==> config.mk <==
export PLATFORM = sky130hd
export DESIGN_NAME = serial_digit_adder_flat
export DESIGN_NICKNAME = d
export VERILOG_FILES = /design/src/rtl/serial_digit_adder_if.sv /design/src/rtl/serial_digit_adder.sv /design/src/flat_wrapper.sv
export SDC_FILE = /design/constraint.sdc
export NUM_CORES = 1
export LEC_CHECK = 0
export CAP_MARGIN = 15
export CELL_PAD_IN_SITES_DETAIL_PLACEMENT = 0
export CELL_PAD_IN_SITES_GLOBAL_PLACEMENT = 2
export CORE_ASPECT_RATIO = 1.1
export CORE_MARGIN = 4
export CORE_UTILIZATION = 30
export DETAILED_ROUTE_END_ITERATION = 16
export GPL_ROUTABILITY_DRIVEN = 0
export PLACE_DENSITY_LB_ADDON = 0.1
export SYNTH_ARGS = -nofsm -noshare
export SYNTH_HDL_FRONTEND = slang
export SYNTH_SLANG_ARGS = --single-unit
==> constraint.sdc <==
create_clock -name clk -period 2.66 [get_ports clk]
set_clock_uncertainty 0.2 [all_clocks]
set_input_delay 0.532 -clock clk [delete_from_list [all_inputs] [get_ports clk]]
set_output_delay 0.532 -clock clk [all_outputs]
set_load 0.01 [all_outputs]
==> src/rtl/serial_digit_adder_if.sv <==
// serial_digit_adder_if
//   Operand/result handshake bundle for serial_digit_adder.
//   master: operand source and result consumer (drives in_valid, a, b, c_in,
//           sub, out_ready; observes in_ready, out_valid, s, c_out, ovf, busy).
//   slave : the adder itself.
interface serial_digit_adder_if #(
    parameter int WIDTH = 8
);
    logic             in_valid;
    logic             in_ready;
    logic [WIDTH-1:0] a;
    logic [WIDTH-1:0] b;
    logic             c_in;
    logic             sub;
    logic             out_valid;
    logic             out_ready;
    logic [WIDTH-1:0] s;
    logic             c_out;
    logic             ovf;
    logic             busy;

    modport master (
        output in_valid, a, b, c_in, sub, out_ready,
        input  in_ready, out_valid, s, c_out, ovf, busy
    );

    modport slave (
        input  in_valid, a, b, c_in, sub, out_ready,
        output in_ready, out_valid, s, c_out, ovf, busy
    );
endinterface

==> src/rtl/serial_digit_adder.sv <==
// serial_digit_adder
//   Multi-cycle adder/subtractor: resolves a WIDTH-bit a +/- b +/- c_in
//   DIGIT bits per clock through a DIGIT-long full-adder chain, holding the
//   inter-digit carry in a register. Takes K = WIDTH/DIGIT RUN cycles.
// Ports:
//   clk   : clock, rising edge
//   rst_n : synchronous active-low reset
//   bus   : slave side of serial_digit_adder_if (operand handshake, result
//           handshake, s/c_out/ovf result registers, busy)
//
// state  | meaning
// -------+----------------------------------------------------------
// S_IDLE | waiting for operands, in_ready=1
// S_RUN  | one digit resolved per cycle, K cycles
// S_DONE | result presented, out_valid=1 until out_ready
module serial_digit_adder #(
    parameter int WIDTH = 8,
    parameter int DIGIT = 2
) (
    input  logic                clk,
    input  logic                rst_n,
    serial_digit_adder_if.slave bus
);
    localparam int K     = WIDTH / DIGIT;
    localparam int CNT_W = (K > 1) ? $clog2(K) : 1;

    if (WIDTH < 2) begin : g_bad_width
        $error("serial_digit_adder: WIDTH must be at least 2");
    end
    if (DIGIT < 1 || DIGIT > WIDTH || (WIDTH % DIGIT) != 0) begin : g_bad_digit
        $error("serial_digit_adder: DIGIT must divide WIDTH and lie in 1..WIDTH");
    end

    typedef enum logic [1:0] {
        S_IDLE = 2'd0,
        S_RUN  = 2'd1,
        S_DONE = 2'd2
    } state_t;

    state_t             state_q;
    state_t             state_d;
    logic [WIDTH-1:0]   a_q;
    logic [WIDTH-1:0]   b_q;
    logic [WIDTH-1:0]   sum_q;
    logic [WIDTH-1:0]   sum_next;
    logic               carry_q;
    logic [CNT_W-1:0]   cnt_q;
    logic [WIDTH-1:0]   s_q;
    logic               c_out_q;
    logic               ovf_q;
    logic               accept;
    logic               last_digit;
    logic [DIGIT:0]     chain_c;
    logic [DIGIT-1:0]   chain_s;

    assign accept     = (state_q == S_IDLE) && bus.in_valid;
    assign last_digit = (state_q == S_RUN) && (cnt_q == CNT_W'(K - 1));

    always_ff @(posedge clk) begin
        if (!rst_n) begin
            state_q <= S_IDLE;
        end else begin
            state_q <= state_d;
        end
    end

    always_comb begin
        state_d = state_q;
        case (state_q)
            S_IDLE:  if (bus.in_valid)  state_d = S_RUN;
            S_RUN:   if (last_digit)    state_d = S_DONE;
            S_DONE:  if (bus.out_ready) state_d = S_IDLE;
            default: state_d = S_IDLE;
        endcase
    end

    // Ripple chain over the low digit; chain_c[DIGIT-1] is the carry into the
    // digit's top bit, which on the last digit is the carry into the MSB.
    always_comb begin
        chain_c    = '0;
        chain_s    = '0;
        chain_c[0] = carry_q;
        for (int i = 0; i < DIGIT; i++) begin
            chain_s[i]   = a_q[i] ^ b_q[i] ^ chain_c[i];
            chain_c[i+1] = (a_q[i] & b_q[i]) | (chain_c[i] & (a_q[i] ^ b_q[i]));
        end
    end

    // New digit enters at the top so after K shifts the sum is LSB-aligned.
    assign sum_next = (sum_q >> DIGIT) | (WIDTH'(chain_s) << (WIDTH - DIGIT));

    always_ff @(posedge clk) begin
        if (!rst_n) begin
            a_q     <= '0;
            b_q     <= '0;
            sum_q   <= '0;
            carry_q <= 1'b0;
            cnt_q   <= '0;
            s_q     <= '0;
            c_out_q <= 1'b0;
            ovf_q   <= 1'b0;
        end else if (accept) begin
            // Subtract is a + ~b + 1; borrow-in folds into the inverted carry.
            a_q     <= bus.a;
            b_q     <= bus.sub ? ~bus.b : bus.b;
            carry_q <= bus.c_in ^ bus.sub;
            cnt_q   <= '0;
        end else if (state_q == S_RUN) begin
            a_q     <= a_q >> DIGIT;
            b_q     <= b_q >> DIGIT;
            sum_q   <= sum_next;
            carry_q <= chain_c[DIGIT];
            cnt_q   <= cnt_q + CNT_W'(1);
            if (last_digit) begin
                s_q     <= sum_next;
                c_out_q <= chain_c[DIGIT];
                ovf_q   <= chain_c[DIGIT-1] ^ chain_c[DIGIT];
            end
        end
    end

    assign bus.in_ready  = (state_q == S_IDLE);
    assign bus.out_valid = (state_q == S_DONE);
    assign bus.busy      = (state_q != S_IDLE);
    assign bus.s         = s_q;
    assign bus.c_out     = c_out_q;
    assign bus.ovf       = ovf_q;
endmodule

==> src/flat_wrapper.sv <==
// flat-port wrapper written by rule: the top's interface ports become plain ports
module serial_digit_adder_flat 
#(
    parameter int WIDTH = 8,
    parameter int DIGIT = 2
)
  (clk, rst_n, bus_in_valid, bus_a, bus_b, bus_c_in, bus_sub, bus_out_ready, bus_in_ready, bus_out_valid, bus_s, bus_c_out, bus_ovf, bus_busy);
  serial_digit_adder_if #(.WIDTH(WIDTH)) bus_i ();
  input  logic clk;
  input  logic rst_n;
  input wire logic [$bits(bus_i.in_valid)-1:0] bus_in_valid;
  input wire logic [$bits(bus_i.a)-1:0] bus_a;
  input wire logic [$bits(bus_i.b)-1:0] bus_b;
  input wire logic [$bits(bus_i.c_in)-1:0] bus_c_in;
  input wire logic [$bits(bus_i.sub)-1:0] bus_sub;
  input wire logic [$bits(bus_i.out_ready)-1:0] bus_out_ready;
  output wire logic [$bits(bus_i.in_ready)-1:0] bus_in_ready;
  output wire logic [$bits(bus_i.out_valid)-1:0] bus_out_valid;
  output wire logic [$bits(bus_i.s)-1:0] bus_s;
  output wire logic [$bits(bus_i.c_out)-1:0] bus_c_out;
  output wire logic [$bits(bus_i.ovf)-1:0] bus_ovf;
  output wire logic [$bits(bus_i.busy)-1:0] bus_busy;
  assign bus_i.in_valid = bus_in_valid;
  assign bus_i.a = bus_a;
  assign bus_i.b = bus_b;
  assign bus_i.c_in = bus_c_in;
  assign bus_i.sub = bus_sub;
  assign bus_i.out_ready = bus_out_ready;
  assign bus_in_ready = bus_i.in_ready;
  assign bus_out_valid = bus_i.out_valid;
  assign bus_s = bus_i.s;
  assign bus_c_out = bus_i.c_out;
  assign bus_ovf = bus_i.ovf;
  assign bus_busy = bus_i.busy;
  serial_digit_adder #(.WIDTH(WIDTH), .DIGIT(DIGIT)) u_core (.clk(clk), .rst_n(rst_n), .bus(bus_i));
endmodule
## After elaboration in Yosys (flattened, before gate mapping)

Cells that the tools add are included.

- Register bits after elaboration: 39
- Output and inout bits: 13
- Logic and storage cells: 52

- Reduce and logical (&&, ||, !) cells: 9
- Equal/unequal tests: 6
- Muxes and demuxes: 11
- Add/sub/neg operators: 1
- Bitwise operators: 16

Operator list:

| cell | count |
|---|---|
| 8-bit 2-to-1 mux | 5 |
| 8-bit NOT | 1 |
| 6-bit by 8-bit OR with 8-bit output | 1 |
| 2-bit 2-to-1 mux | 3 |
| 2-bit one-hot mux with 3 select lines | 1 |
| 3-bit AND reduction | 2 |
| 1-bit XOR | 6 |
| 1-bit bitwise AND | 4 |
| 2-bit equality test (second input constant) | 2 |
| 2-bit != test (second input constant) | 2 |
| 2-bit nonzero test | 2 |
| 2-bit by 1-bit adder with 2-bit output (second input constant) | 1 |
| 2-bit by 1-bit equality test with 1-bit output (second input constant) | 1 |
| 1-bit logical AND | 2 |
| 2-bit logical NOT | 1 |
| 1-bit 2-to-1 mux | 2 |
| 2-bit by 1-bit != test with 1-bit output (second input constant) | 1 |
| 1-bit NOT | 2 |
| 1-bit OR | 2 |
| 2-bit AND reduction | 1 |
| 2-bit OR reduction | 1 |

## Longest topological paths before layout

Gate-level depths: netlist of the first run.

- Depth after elaboration: 7
- Depth in mapped cells: 6

## Least setup slack after synthesis of the first run

No wires, ideal clock.

- Kind: reg2reg
- Start point: reg u_core.carry_q
- End point: reg u_core.ovf_q (netlist: u_core.bus.ovf)
- Path buffers: 0
- Setup time: 116 ps
- Period minus slack after synthesis: 1883 ps
- Arrival: 1566 ps
- Data required time: 2344 ps
- Cell stages (with the launch flop): 7
- Path slack: 777 ps
- Cells stage by stage: dfxtp_1 > inv_1 > fa_1 > fa_1 > xnor2_1 > nand2_1 > o211a_1

- Cells in the longest elaborated chain, start to end: 5

Ends and longest elaborated chain:

| element | RTL line | RTL |
|---|---|---|
| start: declaration | serial_digit_adder.sv:46 | `logic carry_q;` |
| start signal: assignment | serial_digit_adder.sv:106 | `carry_q <= bus.c_in ^ bus.sub;` |
| start signal: assignment | serial_digit_adder.sv:112 | `carry_q <= chain_c[DIGIT];` |
| 1-bit bitwise AND (*) | serial_digit_adder.sv:85 | `chain_c[i+1] = (a_q[i] & b_q[i]) \| (chain_c[i] & (a_q[i] ^ b_q[i]));` |
| 1-bit OR (*) | serial_digit_adder.sv:85 |  |
| 1-bit bitwise AND | serial_digit_adder.sv:85 |  |
| 1-bit OR | serial_digit_adder.sv:85 |  |
| 1-bit XOR (*) | serial_digit_adder.sv:117 | `ovf_q <= chain_c[DIGIT-1] ^ chain_c[DIGIT];` |
| end signal: assignment | serial_digit_adder.sv:117 |  |
| end: declaration | serial_digit_adder.sv:50 | `logic ovf_q;` |

Every way passes the cells marked *; elsewhere a longest branch is shown, timed or not.
A chain may end at the register's enable or synchronous reset.

## Worst setup path after layout of the first run

- Start point: reg u_core.state_q[1]
- End point: out bus_in_ready

- Cells in the longest elaborated chain, start to end: 1

Ends and longest elaborated chain:

| element | RTL line | RTL |
|---|---|---|
| start: declaration | serial_digit_adder.sv:40 | `state_t state_q;` |
| start signal: assignment | serial_digit_adder.sv:63 | `state_q <= state_d;` |
| 2-bit logical NOT | serial_digit_adder.sv:122 | `assign bus.in_ready = (state_q == S_IDLE);` |
| end: declaration | flat_wrapper.sv:17 | `output wire logic [$bits(bus_i.in_ready)-1:0] bus_in_ready;` |

Every way passes these cells.

==> impl_metrics.ini, run 1 <==
[status]
run_status = completed

[critical_path]
crit_required_ps = 1930
crit_chain = buf_4, nor2_1, clkdlybuf4s50_1
critPathMaxFanout = 12
cp-start-kind = flip-flop
critPathCaptureType = primary output
cp_slowest_stage_delay_ps = 580
cpMaxStageDelayCell = clkdlybuf4s50_1
cp.arrival_ps = 1540
cp_num_buf_inv = 2
critPathTopFamily = buffers and inverters
worst-setup-path-type = reg -> out

[logic_synthesis]
synth_cell_types = 29
synth_edf_count = 0
yosysSeqAreaShare = 0.443
syn-cell-area_sq_mm = 0.00167
synth.avg_cell_area_sq_um = 8.98
async_flop_share = 0
synth_nets = 211
synth_ff_type = dfxtp_1
yosysWarnings = 0
synth_seq_cells = 37
netlist_instances = 186

[routing]
drc_errors = 0
avgRoutedWirePerCell_um = 12.3
vias = 1350
finalWirelength_um = 3600
vias_per_cell = 4.62
drt-initial-drc-count = 26
firstDrtPassIters = 3
ant_nets = 0

[final_layout]
drive_gt1_frac = 0.0599
nets = 241
layout_common_cells = dfxtp_1, nand2_1, clkdlybuf4s50_1
fill_cells = 595
syn_to_final_growth_pct = 29.4
final_area_sq_mm = 0.00216
antenna_cells = 0
layout.cells.most_common = dfxtp_1
final_cell_count_no_fill = 292

[timing]
setup_viol = 0
worst_pin_slew_ps = 522
tns_ps = 0
finalHoldWorstSlack_ps = 253
period_share = 0.853
rsz0062_at_grt = no
layout_min_cycle_time_ps = 2270
final_max_slew_viol_count = 0
slew-limit-headroom = 0.652
fmax_ghz = 0.441
finalHoldViolCount = 0

[clock_network]
post_cts_resized = 0
h-tree-depth = 2
cts_tree = yes
cts_sinks = 37
post_cts_buffers = 0
path_clk_slew_ps = 80
clk_latency_ps = 290
cts_hold_buf = 0
cts-root-buf = clkbuf_8
clk_path_buf_depth = 2
cts-buffers-inserted = 5

[die]
rows = 28
boundaryPins = 35
initial_core_util = 0.310
core_sq_mm = 0.00540
dieArea_sq_mm = 0.00683
die_w_um = 79.1
die_y_um = 86.3

[power_and_ir_drop]
fin_total_pwr_mw = 1.28
ir_drop_mv = 0.214
power_density_mw_per_mm2 = 591
power_leakage_nw = 0.850

[place]
post-dp-hpwl_um = 2690
dp_cells = 284
postPlaceCellArea_sq_mm = 0.00204
portBuffers = 34

[global_routing]
track_usage = 0.113
antenna_found_initial = 0
grt_pass1_wl_um = 6020
grt_max_degree = 20
grt-ovfl-total = 0
grt_pass1_vias = 1342

[hold_path]
hold_class = reg -> reg

[job]
drv_cap = 0
[final timing paths]
check	slack [ps]	startpoint	endpoint	cells past startpoint
worst max register to register	650	u_core.carry_q$_SDFFE_PN0P_	u_core.bus.ovf$_SDFFE_PN0P_	6
worst max-delay path	390	u_core.state_q[1]$_SDFFE_PN0P_	bus_in_ready	3
worst min register to register	250	u_core.bus.s[1]$_SDFFE_PN0P_	u_core.bus.s[1]$_SDFFE_PN0P_	2
worst min-delay path	250	u_core.bus.s[1]$_SDFFE_PN0P_	u_core.bus.s[1]$_SDFFE_PN0P_	2
[layout make-up]
type | count | area (sq um) | area share
Tap cell | 75 | 93.8 | 0.0434
Clock buffer | 6 | 82.6 | 0.0382
Timing Repair Buffer | 38 | 370 | 0.171
Multi-Input combinational cell | 127 | 810 | 0.375
Inverter | 7 | 26.3 | 0.0122
Sequential cell | 37 | 741 | 0.343
Clock inverter | 2 | 37.5 | 0.0174
[synth_stat cells, types with 3 or more instances]
cell type / number / area (sq um)
o21ai_1: 5 / 25.0
nand2_1: 35 / 131
and2_1: 3 / 18.8
nor2_1: 13 / 48.8
inv_1: 7 / 26.3
clkbuf_1: 5 / 18.8
nor2b_1: 7 / 43.8
dfxtp_1: 37 / 741
a21boi_1: 12 / 90.1
a21oi_1: 11 / 55.1
a221o_1: 7 / 70.1
xnor2_1: 9 / 78.8
buf_6: 4 / 45.0
buf_2: 6 / 30.0
o211a_1: 6 / 60.1
[power by group]
| group | internal, mW | leakage, nW | switching [mW] | total, mW |
|---|---|---|---|---|
| sequential | 0.582 | 0.302 | 0.0178 | 0.600 |
| combinational | 0.0872 | 0.491 | 0.0784 | 0.166 |
| clock | 0.305 | 0.0574 | 0.205 | 0.510 |
| total | 0.974 | 0.850 | 0.302 | 1.28 |
[registers in the layout (all words and copies together) (netlist names)]
name and cells:
u_core.sum_q 6, u_core.state_q 2, u_core.bus.ovf 1, u_core.a_q 8, u_core.bus.s 8, u_core.carry_q 1, u_core.b_q 8, u_core.bus.c_out 1
u_core.cnt_q 2
[worst reg2reg max path, cell delays in order, from the launching register on]
cell     delay (ps)
dfxtp_1         340
inv_1            60
fa_1            470
fa_1            440
xnor2_1         170
nand2_1          70
o211a_1         150
[logic make-up (layout without fill, tap and decap cells)]
family,count (synthesis),after routing,synth area share
flops,37,37,0.443
xor+xnor,11,11,0.0577
compound gates,47,47,0.211
fa+ha+maj,3,3,0.0315
buf+inv,22,53,0.0719
simple gates,66,66,0.184
[per-stage QoR]
step | setup slack, ps | util
2_1_floorplan | 777 | -
3_3_place_gp | 453 | 0.378
3_5_place_dp | 437 | 0.378
4_1_cts | 379 | 0.401
5_1_grt | 279 | 0.401
6_report | 392 | 0.401
[per-layer routing]
metal / wire length, um / global-route usage
met1: 1610 / 0.131
met2: 1760 / 0.192
met3: 177 / 0.0374
met4: 60 / 0.0422
met5: 0 / 0
Note: power is estimated with default switching activity, not from simulation.
==> run 2: changes to the inputs <==
--- a/config.mk
+++ b/config.mk
@@ -14,6 +14,7 @@
 export DETAILED_ROUTE_END_ITERATION = 16
 export GPL_ROUTABILITY_DRIVEN = 0
 export PLACE_DENSITY_LB_ADDON = 0.1
+export SKIP_LAST_GASP = 1
 export SYNTH_ARGS = -nofsm -noshare
 export SYNTH_HDL_FRONTEND = slang
 export SYNTH_SLANG_ARGS = --single-unit
==> results of run 2 <==
Same layout as run 1: the final DEF is identical, and so are final timing and power.
